<file path="config.mk">
export PLATFORM = sky130hd
export DESIGN_NAME = ring_step_ctrl
export DESIGN_NICKNAME = d
export VERILOG_FILES = /design/src/rtl/ring_step_ctrl.sv
export SDC_FILE = /design/constraint.sdc
export NUM_CORES = 1
export LEC_CHECK = 0
export ABC_AREA = 1
export BUFFER_PORTS_ARGS = -buffer_cell sky130_fd_sc_hd__buf_2
export CAP_MARGIN = 30
export CORE_MARGIN = 8
export CORE_UTILIZATION = 65
export DETAILED_ROUTE_END_ITERATION = 8
export PLACE_DENSITY = 0.84
export SYNTH_ARGS = -nofsm -noshare
export SYNTH_HDL_FRONTEND = slang
export SYNTH_SLANG_ARGS = --single-unit
</file>
<file path="constraint.sdc">
create_clock -name clk -period 3.7 [get_ports clk]
set_clock_uncertainty 0.15 [all_clocks]
set_input_delay 0.74 -clock clk [delete_from_list [all_inputs] [get_ports clk]]
set_output_delay 0.74 -clock clk [all_outputs]
set_load 0.05 [all_outputs]
</file>
<file path="src/rtl/ring_step_ctrl.sv">
// Control stage that feeds the rotating segment-pattern ring: button debounce,
// run/idle/load FSM and a power-of-two step prescaler producing advance/load strobes.
module ring_step_ctrl #(
  parameter int unsigned DEB_CYCLES = 16,
  parameter int unsigned CNT_W      = 24
) (
  input  logic       clk,
  input  logic       rst_n,
  input  logic       run_btn,
  input  logic       load_btn,
  input  logic [4:0] div_sel,
  output logic       advance,
  output logic       load,
  output logic       running,
  output logic [1:0] state
);

  localparam int unsigned DEB_W = (DEB_CYCLES > 2) ? $clog2(DEB_CYCLES) : 1;
  localparam logic [DEB_W-1:0] DEB_LAST = DEB_W'(DEB_CYCLES - 1);
  localparam logic [CNT_W-1:0] ALL_ONES = '1;

  typedef enum logic [1:0] {
    ST_IDLE = 2'b00,
    ST_RUN  = 2'b01,
    ST_LOAD = 2'b10
  } state_t;

  state_t           state_q;
  state_t           state_d;
  logic [1:0]       btn_raw;
  logic [1:0]       press;
  logic             run_ev;
  logic             load_ev;
  logic [CNT_W-1:0] cnt;
  logic [CNT_W-1:0] mask;
  logic             adv_due;
  logic             running_d;
  logic             load_d;
  logic             advance_d;

  assign btn_raw = {load_btn, run_btn};

  // Per button: two-flop synchronizer, then a level debouncer. The press event is
  // the cycle in which the debounced level flips 0->1, so it is one cycle wide.
  for (genvar g = 0; g < 2; g++) begin : g_btn
    logic             s1;
    logic             s2;
    logic             lvl;
    logic [DEB_W-1:0] dcnt;

    always_ff @(posedge clk or negedge rst_n) begin
      if (!rst_n) begin
        s1   <= 1'b0;
        s2   <= 1'b0;
        lvl  <= 1'b0;
        dcnt <= '0;
      end else begin
        s1 <= btn_raw[g];
        s2 <= s1;
        if (s2 == lvl) begin
          dcnt <= '0;
        end else if (dcnt == DEB_LAST) begin
          lvl  <= s2;
          dcnt <= '0;
        end else begin
          dcnt <= dcnt + DEB_W'(1);
        end
      end
    end

    assign press[g] = s2 & ~lvl & (dcnt == DEB_LAST);
  end

  assign run_ev  = press[0];
  assign load_ev = press[1];

  // Step mask saturates at the full counter width.
  always_comb begin
    mask = '0;
    if (32'(div_sel) >= CNT_W) begin
      mask = '1;
    end else begin
      mask = ~(ALL_ONES << div_sel);
    end
  end

  assign adv_due = ((cnt & mask) == mask);

  // State register
  always_ff @(posedge clk or negedge rst_n) begin
    if (!rst_n) begin
      state_q <= ST_IDLE;
    end else begin
      state_q <= state_d;
    end
  end

  // Next state: load beats run when both press in the same cycle.
  always_comb begin
    state_d = state_q;
    case (state_q)
      ST_IDLE: begin
        if (load_ev) begin
          state_d = ST_LOAD;
        end else if (run_ev) begin
          state_d = ST_RUN;
        end
      end
      ST_RUN: begin
        if (load_ev) begin
          state_d = ST_LOAD;
        end else if (run_ev) begin
          state_d = ST_IDLE;
        end
      end
      ST_LOAD: state_d = ST_IDLE;
      default: state_d = ST_IDLE;
    endcase
  end

  // Output decode on the next state; advance needs RUN both now and next so a stop
  // or load never leaves a trailing strobe.
  always_comb begin
    running_d = 1'b0;
    load_d    = 1'b0;
    advance_d = 1'b0;
    running_d = (state_d == ST_RUN);
    load_d    = (state_d == ST_LOAD);
    advance_d = (state_q == ST_RUN) && (state_d == ST_RUN) && adv_due;
  end

  // Prescaler counts only while staying in RUN, so every RUN entry starts from 0.
  always_ff @(posedge clk or negedge rst_n) begin
    if (!rst_n) begin
      cnt <= '0;
    end else if ((state_q == ST_RUN) && (state_d == ST_RUN)) begin
      cnt <= cnt + CNT_W'(1);
    end else begin
      cnt <= '0;
    end
  end

  always_ff @(posedge clk or negedge rst_n) begin
    if (!rst_n) begin
      running <= 1'b0;
      load    <= 1'b0;
      advance <= 1'b0;
    end else begin
      running <= running_d;
      load    <= load_d;
      advance <= advance_d;
    end
  end

  assign state = state_q;

endmodule

</file>
---- Yosys cells after proc, flatten, opt, wreduce, memory -nomap -nowiden ----
Index checks and enable logic that the tools add are counted.
word-level totals
  word-level logic and storage cells ...... 52
  output and inout bits ................... 5
  input bits .............................. 9
  register bits after elaboration ......... 43
operators by class
  bitwise operators ....................... 10
  shift-type cells ........................ 1
  multiplexer cells ....................... 11
  reduce and logical (&&, ||, !) cells .... 5
  equal/unequal tests ..................... 8
  $add $sub $neg .......................... 3
  magnitude comparators ................... 1
operators by type and width
  kind                                                 number
  two-way mux 24 bit                                   2
  adder 24 x 1 -> 24 bit, second input constant        1
  bitwise AND 24 bit                                   1
  equality test 24 bit                                 1
  NOT 24 bit                                           1
  << shifter 24 x 5 -> 24 bit, first input constant    1
  two-way mux 4 bit                                    4
  adder 4 x 1 -> 4 bit, second input constant          2
  equality test 4 bit, second input constant           2
  two-way mux 2 bit                                    4
  >= comparator 5 bit, second input constant           1
  bitwise AND 1 bit                                    4
  equality test 2 x 1 -> 1 bit, second input constant  2
  NOT 1 bit                                            4
  case mux 2 bit (2 select lines)                      1
  AND reduction 2 bit                                  2
  equality test 1 bit                                  2
  equality test 2 bit, second input constant           1
  logical AND 1 bit                                    2
  zero test 2 bit                                      1

---- Longest topological paths before layout ----
Gate-level depths: netlist (run 1).
  depth in word-level cells ............... 9
  depth in mapped cells ................... 10
  depth with buffers taken out ............ 10

---- Least setup slack after synthesis (run 1) ----
No wires, ideal clock.
  path kind ............................... input -> register
  start ................................... input div_sel[2]
  end ..................................... register advance
  arrival time ............................ 1.477 ns
  required time ........................... 3.479 ns
  stages on the path ...................... 10
  setup time .............................. 0.071 ns
  path buffers ............................ 1
  setup slack ............................. 2.001 ns
  path through ............................ clkbuf_2 -> inv_1 -> nand2_1 -> nand2_1 -> nand2_1 -> nor2_1 -> nand2_1 -> nor2_1 -> nand2_1 -> nor2_1
between the ends
  word-level cells in the longest chain between the ends .. 6
  elaborated cells on any way between the ends .. 7
  those cells by class .................... order compare: 1; eq/ne: 1; shift: 1; mux: 1; bitwise: 2; reduce/logical: 1
RTL lines
  what                         line  source
  start, declared              11    input logic [4:0] div_sel,
  << shifter 24 x 5 -> 24 bit  83    mask = ~(ALL_ONES << div_sel);
  NOT 24 bit                   83
  two-way mux 24 bit *         80    if (32'(div_sel) >= CNT_W) begin
  bitwise AND 24 bit           87    assign adv_due = ((cnt & mask) == mask);
  equality test 24 bit *       87
  logical AND 1 bit *          129   advance_d = (state_q == ST_RUN) && (state_d == ST_RUN) && adv_due;
  named net advance_d          39    logic advance_d;
  end signal, assigned         151   advance <= advance_d;
  end, declared                12    output logic advance,
Mark *: on every way through the listed nets, which the timed path passes. The rest lies on a longest branch.
A chain may end at the register's enable or synchronous reset.

---- Worst setup path in the final report (run 1) ----
  start ................................... register g_btn[0].dcnt[0]
  end ..................................... register cnt[8]
between the ends
  word-level cells in the longest chain between the ends .. 8
  elaborated cells on any way between the ends .. 10
  those cells by class .................... eq/ne: 2; mux: 6; bitwise: 1; reduce/logical: 1
RTL lines
  what                                         line      source
  start, declared                              49        logic [DEB_W-1:0] dcnt;
  start signal, assigned                       66        dcnt <= dcnt + DEB_W'(1);
  equality test 4 bit *                        71        assign press[g] = s2 & ~lvl & (dcnt == DEB_LAST);
  bitwise AND 1 bit *                          71
  two-way mux 2 bit, on equally long branches  112, 105
  two-way mux 2 bit, on equally long branches  110, 103
  case mux 2 bit (2 select lines) *            101       case (state_q)
  equality test 2 x 1 -> 1 bit *               136       end else if ((state_q == ST_RUN) && (state_d == ST_RUN)) begin
  logical AND 1 bit *                          136
  two-way mux 24 bit *                         136
  end signal, assigned                         137       cnt <= cnt + CNT_W'(1);
  end, declared                                34        logic [CNT_W-1:0] cnt;
Every way passes the cells marked *; elsewhere a longest branch is shown, timed or not.

==> results of run 1 <==
==> cell usage after synthesis, drive strengths merged <==
cell / n / area share [%]
nand2: 81 / 13
nor2: 71 / 12
inv: 45 / 6.9
dfrtp: 43 / 44
nand3: 28 / 6.2
a21oi: 19 / 3.9
o21ai: 14 / 2.9
nor3: 9 / 2.7
ha: 5 / 2.6
o21bai: 4 / 1.2
buf: 3 / 0.82
nand4: 3 / 0.77
xor2: 2 / 0.72
clkbuf: 1 / 0.21
nand3b: 1 / 0.31
nor4: 1 / 0.26
o21a: 1 / 0.31
o22ai: 1 / 0.26
or2: 1 / 0.26
xnor2: 1 / 0.36
==> worst max-delay path, delay by kind of cell, from the launching register on <==
| family | cells | cell delay, ps |
|---|---|---|
| AOI/OAI and AO/OA | 2 | 270 |
| adders and majority gates | 1 | 230 |
| buffers and inverters | 1 | 180 |
| DFF | 1 | 400 |
| and+or+nand+nor | 5 | 600 |
==> worst paths after layout <==
path	startpoint	to	slack (ps)	cells after the start
max	g_btn[0].dcnt[0]$_DFF_PN0_	cnt[8]$_DFF_PN0_	1790	9
min	g_btn[0].s1$_DFF_PN0_	g_btn[0].s2$_DFF_PN0_	200	0
max reg2reg	g_btn[0].dcnt[0]$_DFF_PN0_	cnt[8]$_DFF_PN0_	1790	9
min reg2reg	g_btn[0].s1$_DFF_PN0_	g_btn[0].s2$_DFF_PN0_	200	0
max in group asynchronous	rst_n	cnt[4]$_DFF_PN0_	2430	1
min in group asynchronous	rst_n	g_btn[1].dcnt[0]$_DFF_PN0_	410	1
==> final cells by class <==
cell class	instances	area (sq um)
clock buffer	6	82.58
clock inverter	2	38.79
fill	308	973.4
inverter	45	168.9
multi-input combinational	242	1169
sequential	43	1076
tap	48	60.06
timing repair buffer	13	65.06
==> per-stage QoR <==
step | setup WS [ps] | std cells
2_1_floorplan | 2001 | 334
3_3_place_gp | 1826 | 391
3_5_place_dp | 1769 | 391
4_1_cts | 1800 | 399
5_1_grt | 1637 | 399
6_report | 1792 | 399
==> sequential cells by signal, summed over array words and instances, names as in the netlist <==
signal / count
cnt: 24
load: 1
advance: 1
g_btn.lvl: 2
running: 1
g_btn.s1: 2
state: 2
g_btn.dcnt: 8
g_btn.s2: 2
==> power by group <==
group / switching, uW / internal (uW)
sequential: 4.62 / 477
clock: 160 / 222
combinational: 35.6 / 16.8
==> layer usage <==
metal / GRT usage, % / vias up
li1: - / 1091
met1: 23.65 / 980
met2: 29.99 / 81
met3: 3.497 / 15
met4: 9.811 / 0
met5: 0 / -
==> cells by family after synthesis <==
group,count (synthesis),share of synthesized area (%)
xor+xnor,3,1.078
simple gates,195,35.71
buf+inv,49,7.952
flops,43,44.13
fa+ha+maj,5,2.565
compound gates,39,8.568
==> run metrics, run 1 <==
outcome=finished clean; met2 WL=2355 um; area of the core=roughly 3600 sq um; all-layer global routing usage=between 10% and 20%; Site Rows=22; antenna violations before repair=0; Seq/Total Area, Yosys=~44%; fin crit share=~52%; synthesized instance count=around 330; Syn Std Cell Area=between 2000 and 2500 sq um; clock latency on the worst-skew pair=about 300 ps; Critical Path RT=roughly 3800 ps; slowest CP cell=dfrtp_1; # DRC=0; Slew Viols, Final=0; setup violators final=0; Starting Density=between 60% and 70%; CTS H-Tree Depth=2; Post-DP Area=between 2000 and 3000 sq um; commonest cells after routing, fill and taps aside=78 x nand2_1, 60 x nor2_1, 43 x dfrtp_1; GP Congestion=~0.93; Port Buffer Count=13; crit-path max cell delay=~400 ps; Final Cell Area=around 2700 sq um; register bit total from synthesis=43; DRT antenna net count=0; vias after detailed routing=about 2200; wire per inst=around 13 um; Rel. slew slack=approximately 40%; CTS tree=done; area grow syn2layout=9.082%; IR Drop Worst-Case VDD=just over 300 uV; DRT Pass-1 Iters=4; via/cell ratio=between 5 and 6; Crit Path Max Fanout=14; clk sinks=43; IO Count=14; RSZ-0062 raised after global routing=no; Diodes inserted=0; Final Hold Viols=0; die height=slightly below 80 um; die area=slightly below 6000 sq um; Pwr per Cell Area=roughly 340 nW/um^2; WHS=just over 200 ps; Die Width=~77 um; maxcap violations=0; setup TNS=0 ps; critical-path cell list=ha_1 -> nand2_1 -> nor2_1 -> nand2_1 -> nand2_1 -> nor2_4 -> inv_2 -> a21oi_1 -> o21a_1; clock root buffer=clkbuf_8; routed wl met3=378 um; CTS Buf Count=5; total gr overflow=0; worst slew pin tran=between 800 and 900 ps; number of synthesis warnings=0; Post-CTS Setup Repair Bufs=0; commonest non-fill, non-tap cell in the layout=nand2_1; largest net degree at the start of global routing=44; Hold Path Class=flip-flop to flip-flop; DRT met1 WL=around 2300 um; Pwr Total=~920 uW; critical path type=flip-flop to flip-flop; share of layout cells above drive strength 1=between 10 and 15%; DRT iter0 DRCs=144; fmax=approximately 520 MHz; first-pass GRT wire length=around 9100 um; Post-Syn Area per Cell=around 7.3 sq um; type of origin of the critical path=flip-flop; DR top layer=met4; cell mode on critical path=nand2_1; Critical Path End Type=flip-flop; clk buf depth=2; Post-CTS Hold Buffers=0; DP HPWL=around 4000 um; Final Util=between 70% and 80%; post-cts sizing count=0; vias in the first global route=2072; library cells used by synthesis=29; CP arrival=~2000 ps; clock-pin slew on the worst setup and hold paths=roughly 80 ps; Post-layout nets=364; syn_nets=~350; Final min period=about 1900 ps; Post-Route WL=roughly 5200 um; Static Leak=approximately 0.0012 uW
No activity file was read; power rests on OpenSTA's default activity.
==> run 2: changes to the inputs <==
Settings changed: CORE_UTILIZATION 65 to 60, PLACE_DENSITY 0.84 to 0.79.
Clock period 3.7 ns to 1.8 ns, I/O delays scaled along.
==> run 2 against run 1 <==
Net effect: critical path depth is the same; critical path type unchanged; clock-buffer cell count is the same; clock power grew 55%; maximum frequency grew 6.8%; global-route usage shrank 1.6 points; register-to-register slack lost 1800 ps; combinational power grew 120%; highest routed layer unchanged; core utilization shrank 1.8 points; sequential share of layout area shrank 2.2 points; hold slack lost 190 ps.
==> run metrics, run 2 (synthesis gave the netlist of run 1 again) <==
Post-Route WL=5648 um (was 5225 um); Slew Viols, Final=0 (unchanged); Pwr Total=1699 uW (was 915.9 uW); # DRC=0 (unchanged); RSZ-0062 raised after global routing=yes (was no); wire per inst=13.45 um (was 13.10 um); outcome=finished clean (unchanged); Critical Path RT=1870 ps (was 3790 ps); via/cell ratio=5.390 (was 5.431); fmax=560.1 MHz (was 524.2 MHz); die area=6360 sq um (was 5968 sq um); Diodes inserted=0 (unchanged); GP Congestion=0.9117 (was 0.9287); critical path type=flip-flop to flip-flop (unchanged); IR Drop Worst-Case VDD=566.4 uV (was 306.9 uV); Site Rows=23 (was 22); Pwr per Cell Area=603.2 nW/um^2 (was 344.3 nW/um^2); clock latency on the worst-skew pair=290 ps (was 300 ps); Final min period=1785 ps (was 1908 ps); Largest register FFs=24 (unchanged); slowest CP cell=dfrtp_1 (unchanged); IO Count=14 (unchanged); type of origin of the critical path=flip-flop (unchanged); clock root buffer=clkbuf_8 (unchanged); DRT iter0 DRCs=184 (was 144); Final Hold Viols=0 (unchanged); area grow syn2layout=15.50% (was 9.082%); WHS=16.98 ps (was 202.9 ps); Rel. slew slack=67.15% (was 40.11%); die height=79.75 um (was 77.25 um); critical-path cell list=ha_2 -> nand2_1 -> nor2_2 -> nand2_2 -> nand2_4 -> nor2_4 -> clkinv_4 -> buf_2 -> nor2_1 (was ha_1 -> nand2_1 -> nor2_1 -> nand2_1 -> nand2_1 -> nor2_4 -> inv_2 -> a21oi_1 -> o21a_1); commonest cells after routing, fill and taps aside=75 x nand2_1, 58 x nor2_1, 43 x dfrtp_1 (was 78 x nand2_1, 60 x nor2_1, 43 x dfrtp_1); first-pass GRT wire length=8659 um (was 9114 um); DRT Pass-1 Iters=5 (was 4); CP arrival=1850 ps (was 2000 ps); CTS Buf Count=5 (unchanged); Crit Path Max Fanout=7 (was 14); worst slew pin tran=492.8 ps (was 898.4 ps); CTS H-Tree Depth=2 (unchanged); Static Leak=0.001303 uW (was 0.001230 uW); vias in the first global route=1926 (was 2072); Biggest register=cnt (unchanged); setup violators final=0 (unchanged); Top Registers=cnt: 24 flops, g_btn.dcnt: 8 flops (unchanged); DRT antenna net count=0 (unchanged); total gr overflow=0 (unchanged); clk sinks=43 (unchanged); clk buf depth=2 (unchanged); maxcap violations=0 (unchanged); setup TNS=0 ps (unchanged); Critical Path End Type=flip-flop (unchanged); all-layer global routing usage=17.27% (was 18.83%); Hold Path Class=input pin to flip-flop (was flip-flop to flip-flop); antenna violations before repair=0 (unchanged); CTS tree=done (unchanged); largest net degree at the start of global routing=24 (was 44); commonest non-fill, non-tap cell in the layout=nand2_1 (unchanged); Port Buffer Count=13 (unchanged); area of the core=3943 sq um (was 3633 sq um); FF-to-FF setup slack=10 ps (was 1790 ps); Starting Density=61.85% (was 67.11%); fin crit share=99.19% (was 51.56%); Post-layout nets=383 (was 364); share of layout cells above drive strength 1=18.11% (was 12.54%); vias after detailed routing=2264 (was 2167); clock-pin slew on the worst setup and hold paths=80 ps (about the same); DP HPWL=4082 um (was 4003 um); Die Width=79.75 um (was 77.25 um); crit-path max cell delay=400 ps (about the same)
run 2: changes by cell type in the layout (fill, tap and decap cells not counted), sizes merged:
cell | previous run | this run
clkinv | 0 | 2
clkinvlp | 0 | 1
buf | 13 | 30
bufinv | 1 | 0
dlygate4sd3 | 0 | 1
nor2 | 71 | 72
inv | 46 | 44
run 2: worst max-delay path, delay by kind of cell, from the launching register on:
kind                       cells  cell delay [ps]
buffers and inverters          2              290
adders and majority gates      1              190
DFF                            1              400
and+or+nand+nor                6              660
run 2: area by class of cell:
type / count / area [sq um]
inverter: 45 / 173.9
clock inverter: 2 / 12.51
sequential: 43 / 1076
tap: 50 / 62.56
timing repair buffer: 31 / 224.0
multi-input combinational: 243 / 1195
clock buffer: 6 / 72.57
fill: 303 / 1126
run 2: path summary, 6_finish.rpt:
check,start,end,cells past startpoint
worst min register to register,g_btn[0].s1$_DFF_PN0_,g_btn[0].s2$_DFF_PN0_,0
worst max register to register,g_btn[0].dcnt[0]$_DFF_PN0_,cnt[21]$_DFF_PN0_,9
min in group asynchronous,rst_n,g_btn[0].dcnt[2]$_DFF_PN0_,2
worst min-delay path,load_btn,g_btn[1].s1$_DFF_PN0_,1
max in group asynchronous,rst_n,cnt[11]$_DFF_PN0_,3
worst max-delay path,g_btn[0].dcnt[0]$_DFF_PN0_,cnt[21]$_DFF_PN0_,9
run 2: per-stage QoR:
stage	area [sq um]	worst slack [ps]	util [%]	instances
2_1_floorplan	2439	244.7	-	334
3_3_place_gp	2606	79.95	66.11	400
3_5_place_dp	2606	32.68	66.11	400
4_1_cts	2701	12.84	68.52	409
5_1_grt	2816	-75.35	71.44	420
6_report	2816	14.54	71.44	420
run 2: power by group:
part / total (uW) / internal [uW] / switching, uW
combinational: 116 / 41.4 / 74.7
sequential: 991 / 980 / 10.3
clock: 592 / 271 / 321
run 2: timing repair:
action	in CTS	in global routing
setup endpoints to repair	0	10
hold buffers	1	0
endpoints found under the hold margin	20	0
buffers inserted	0	10
resized for setup	0	12
run 2: layer usage:
layer	vias up	part of all wire, %	global-route usage (%)
li1	1127	-	-
met1	1041	45	22.85
met2	84	47	26.81
met3	12	6.2	4.167
met4	0	1.9	6.182
met5	-	0	0
==> run 3: changes to the inputs <==
Settings changed: PLACE_DENSITY 0.79 to not set, PLACE_DENSITY_LB_ADDON set to 0.25.
==> run 3 against run 2 <==
Net effect: sequential power is essentially flat; setup slack gained 41 ps; register-to-register slack gained 40 ps; core utilization grew 1.1 points; combinational power grew 11%; sequential share of layout area shrank 0.57 points; die area is the same; global-route usage grew 0.48 points; routed wire length grew 0.11%; final area grew 1.5%; power grew 20%.
==> run metrics, run 3 (synthesis gave the netlist of run 1 again) <==
first-pass GRT wire length=9011 um (was 8659 um); CP arrival=1810 ps (was 1850 ps); area grow syn2layout=17.24% (was 15.50%); GP Congestion=0.9274 (was 0.9117); DRT iter0 DRCs=253 (was 184); Final min period=1744 ps (was 1785 ps); Static Leak=0.001323 uW (was 0.001303 uW); via/cell ratio=5.492 (was 5.390); fmax=573.4 MHz (was 560.1 MHz); clock root buffer=clkbuf_8 (unchanged); vias after detailed routing=2290 (was 2264); commonest cells after routing, fill and taps aside=74 x nand2_1, 59 x nor2_1, 43 x dfrtp_1 (was 75 x nand2_1, 58 x nor2_1, 43 x dfrtp_1); clock-pin slew on the worst setup and hold paths=90 ps (was 80 ps); Rel. slew slack=66.58% (was 67.15%); worst slew pin tran=501.3 ps (was 492.8 ps); Final Util=72.52% (was 71.44%); FF-to-FF setup slack=60 ps (was 10 ps); outcome=finished clean (unchanged); vias in the first global route=1976 (was 1926); reg-to-reg endpoint=cnt[6]$_DFF_PN0_ (was cnt[21]$_DFF_PN0_); CTS Buf Count=5 (unchanged); die height=79.75 um (unchanged); type of origin of the critical path=flip-flop (unchanged); clock latency on the worst-skew pair=300 ps (was 290 ps); all-layer global routing usage=17.75% (was 17.27%); DP Cell Count=400 (unchanged); Die Width=79.75 um (unchanged); Post-Route WL=5654 um (was 5648 um); fin crit share=96.89% (was 99.19%); DRT antenna net count=0 (unchanged); IR Drop Worst-Case VDD=615.5 uV (was 566.4 uV); Critical Path End Type=flip-flop (unchanged); antenna violations before repair=0 (unchanged); DP HPWL=4180 um (was 4082 um); Critical Path RT=1870 ps (about the same); min-delay src=g_btn[1].s1$_DFF_PN0_ (was load_btn); total gr overflow=0 (unchanged); # DRC=0 (unchanged); Port Buffer Count=13 (unchanged); Clock Power Share=45.0% (was 34.8%); die area=6360 sq um (unchanged); Post-layout nets=380 (was 383); Internal Power=1594 uW (was 1293 uW); Slew Viols, Final=0 (unchanged); final cell count without fillers=417 (was 420); share of layout cells above drive strength 1=17.17% (was 18.11%); commonest non-fill, non-tap cell in the layout=nand2_1 (unchanged); area of the core=3943 sq um (unchanged); R2R Path Start=g_btn[0].dcnt[1]$_DFF_PN0_ (was g_btn[0].dcnt[0]$_DFF_PN0_); Starting Density=61.85% (unchanged); Final Hold Viols=0 (unchanged); WHS Endpoint=g_btn[1].s2$_DFF_PN0_ (was g_btn[1].s1$_DFF_PN0_); Hold Path Class=flip-flop to flip-flop (was input pin to flip-flop); setup violators final=0 (unchanged); CTS H-Tree Depth=2 (unchanged); clk buf depth=2 (unchanged); Crit Path Max Fanout=7 (unchanged); Sw Ratio=21.82% (was 23.90%); Switch Pwr=444.9 uW (was 406.1 uW); Pwr per Cell Area=713.2 nW/um^2 (was 603.2 nW/um^2); RSZ-0062 raised after global routing=yes (unchanged); wire per inst=13.56 um (was 13.45 um); hold path depth=0 (was 1); clk sinks=43 (unchanged); IO Count=14 (unchanged); DRT Pass-1 Iters=5 (unchanged); Seq pwr share=48.7% (was 58.3%); Top Registers=cnt: 24 flops, g_btn.dcnt: 8 flops (unchanged); Largest register FFs=24 (unchanged); Site Rows=23 (unchanged); Biggest register=cnt (unchanged); Comb pwr share=6.3% (was 6.8%); CTS tree=done (unchanged); maxcap violations=0 (unchanged); crit path from=g_btn[0].dcnt[1]$_DFF_PN0_ (was g_btn[0].dcnt[0]$_DFF_PN0_); Diodes inserted=0 (unchanged); largest net degree at the start of global routing=24 (unchanged); critical path type=flip-flop to flip-flop (unchanged); worst reg-to-reg path cell count=9 (unchanged)
## run 3: cell count changes in the layout (fill, tap and decap cells not counted), moves of 2 or more
cell and change:
buf_4 -2, dlygate4sd3_1 +2, nor2_2 -2, bufinv_16 +2, nand2_2 +2
## run 3: worst max-delay path by stage
stage / end / cells past startpoint
2_1_floorplan: cnt[13]$_DFF_PN0_ / 9
3_3_place_gp: cnt[8]$_DFF_PN0_ / 9
3_5_place_dp: cnt[8]$_DFF_PN0_ / 9
4_1_cts: cnt[5]$_DFF_PN0_ / 9
5_1_grt: cnt[12]$_DFF_PN0_ / 9
6_report: cnt[6]$_DFF_PN0_ / 9
## run 3: critical path, stage by stage, from the launching register on
cell and delay (ps):
dfrtp_1 430, ha_4 190, nand2_2 60, nor2_2 50, nand2_2 70, nand2_2 80, nor2_4 250, clkinv_4 110
buf_4 150, nor3_1 110
## run 3: through the flow
step | TNS (ps) | setup WS, ps | total power, uW | hold slack [ps] | area (sq um)
6_report | 0 | 56.01 | 2039 | 219.7 | 2859
2_1_floorplan | 0 | 244.7 | 1073 | -85.59 | 2439
5_1_grt | -54.67 | -26.52 | 2123 | 225.0 | 2859
3_5_place_dp | -12.56 | -12.56 | 1124 | 199.2 | 2606
4_1_cts | 0 | 7.006 | 2037 | 4.675 | 2774
3_3_place_gp | 0 | 84.02 | 1120 | 183.0 | 2606
## run 3: routing by layer
metal  GRT usage, %  vias to the layer above  wire length, um
met2          27.30                       90             2689
met1          23.50                     1062             2500
met4          6.909                        0              108
li1               -                     1122                -
met3          4.279                       16              357
met5              0                        -                0
## run 3: what timing repair did
action,4_1_cts,5_1_grt
hold buffers,1,2
resized for setup,1,10
hold endpoints to repair,20,2
pin swaps,1,6
setup buffers,2,4
setup endpoints to repair,1,16
## run 3: cell type report
cell class | count | area (sq um)
clock inverter | 3 | 71.32
timing repair buffer | 29 | 212.7
fill | 289 | 1084
inverter | 45 | 173.9
sequential | 43 | 1076
tap | 50 | 62.56
multi-input combinational | 242 | 1194
clock buffer | 5 | 68.82
## run 3: power groups by stage
stage,registers [uW],logic (uW),clock network (uW)
after global placement,1010,112,0
after detailed placement,1010,115,0
after floorplan,1010,65.6,0
after global routing,995,149,980
after CTS,990,119,927
final,993,129,917
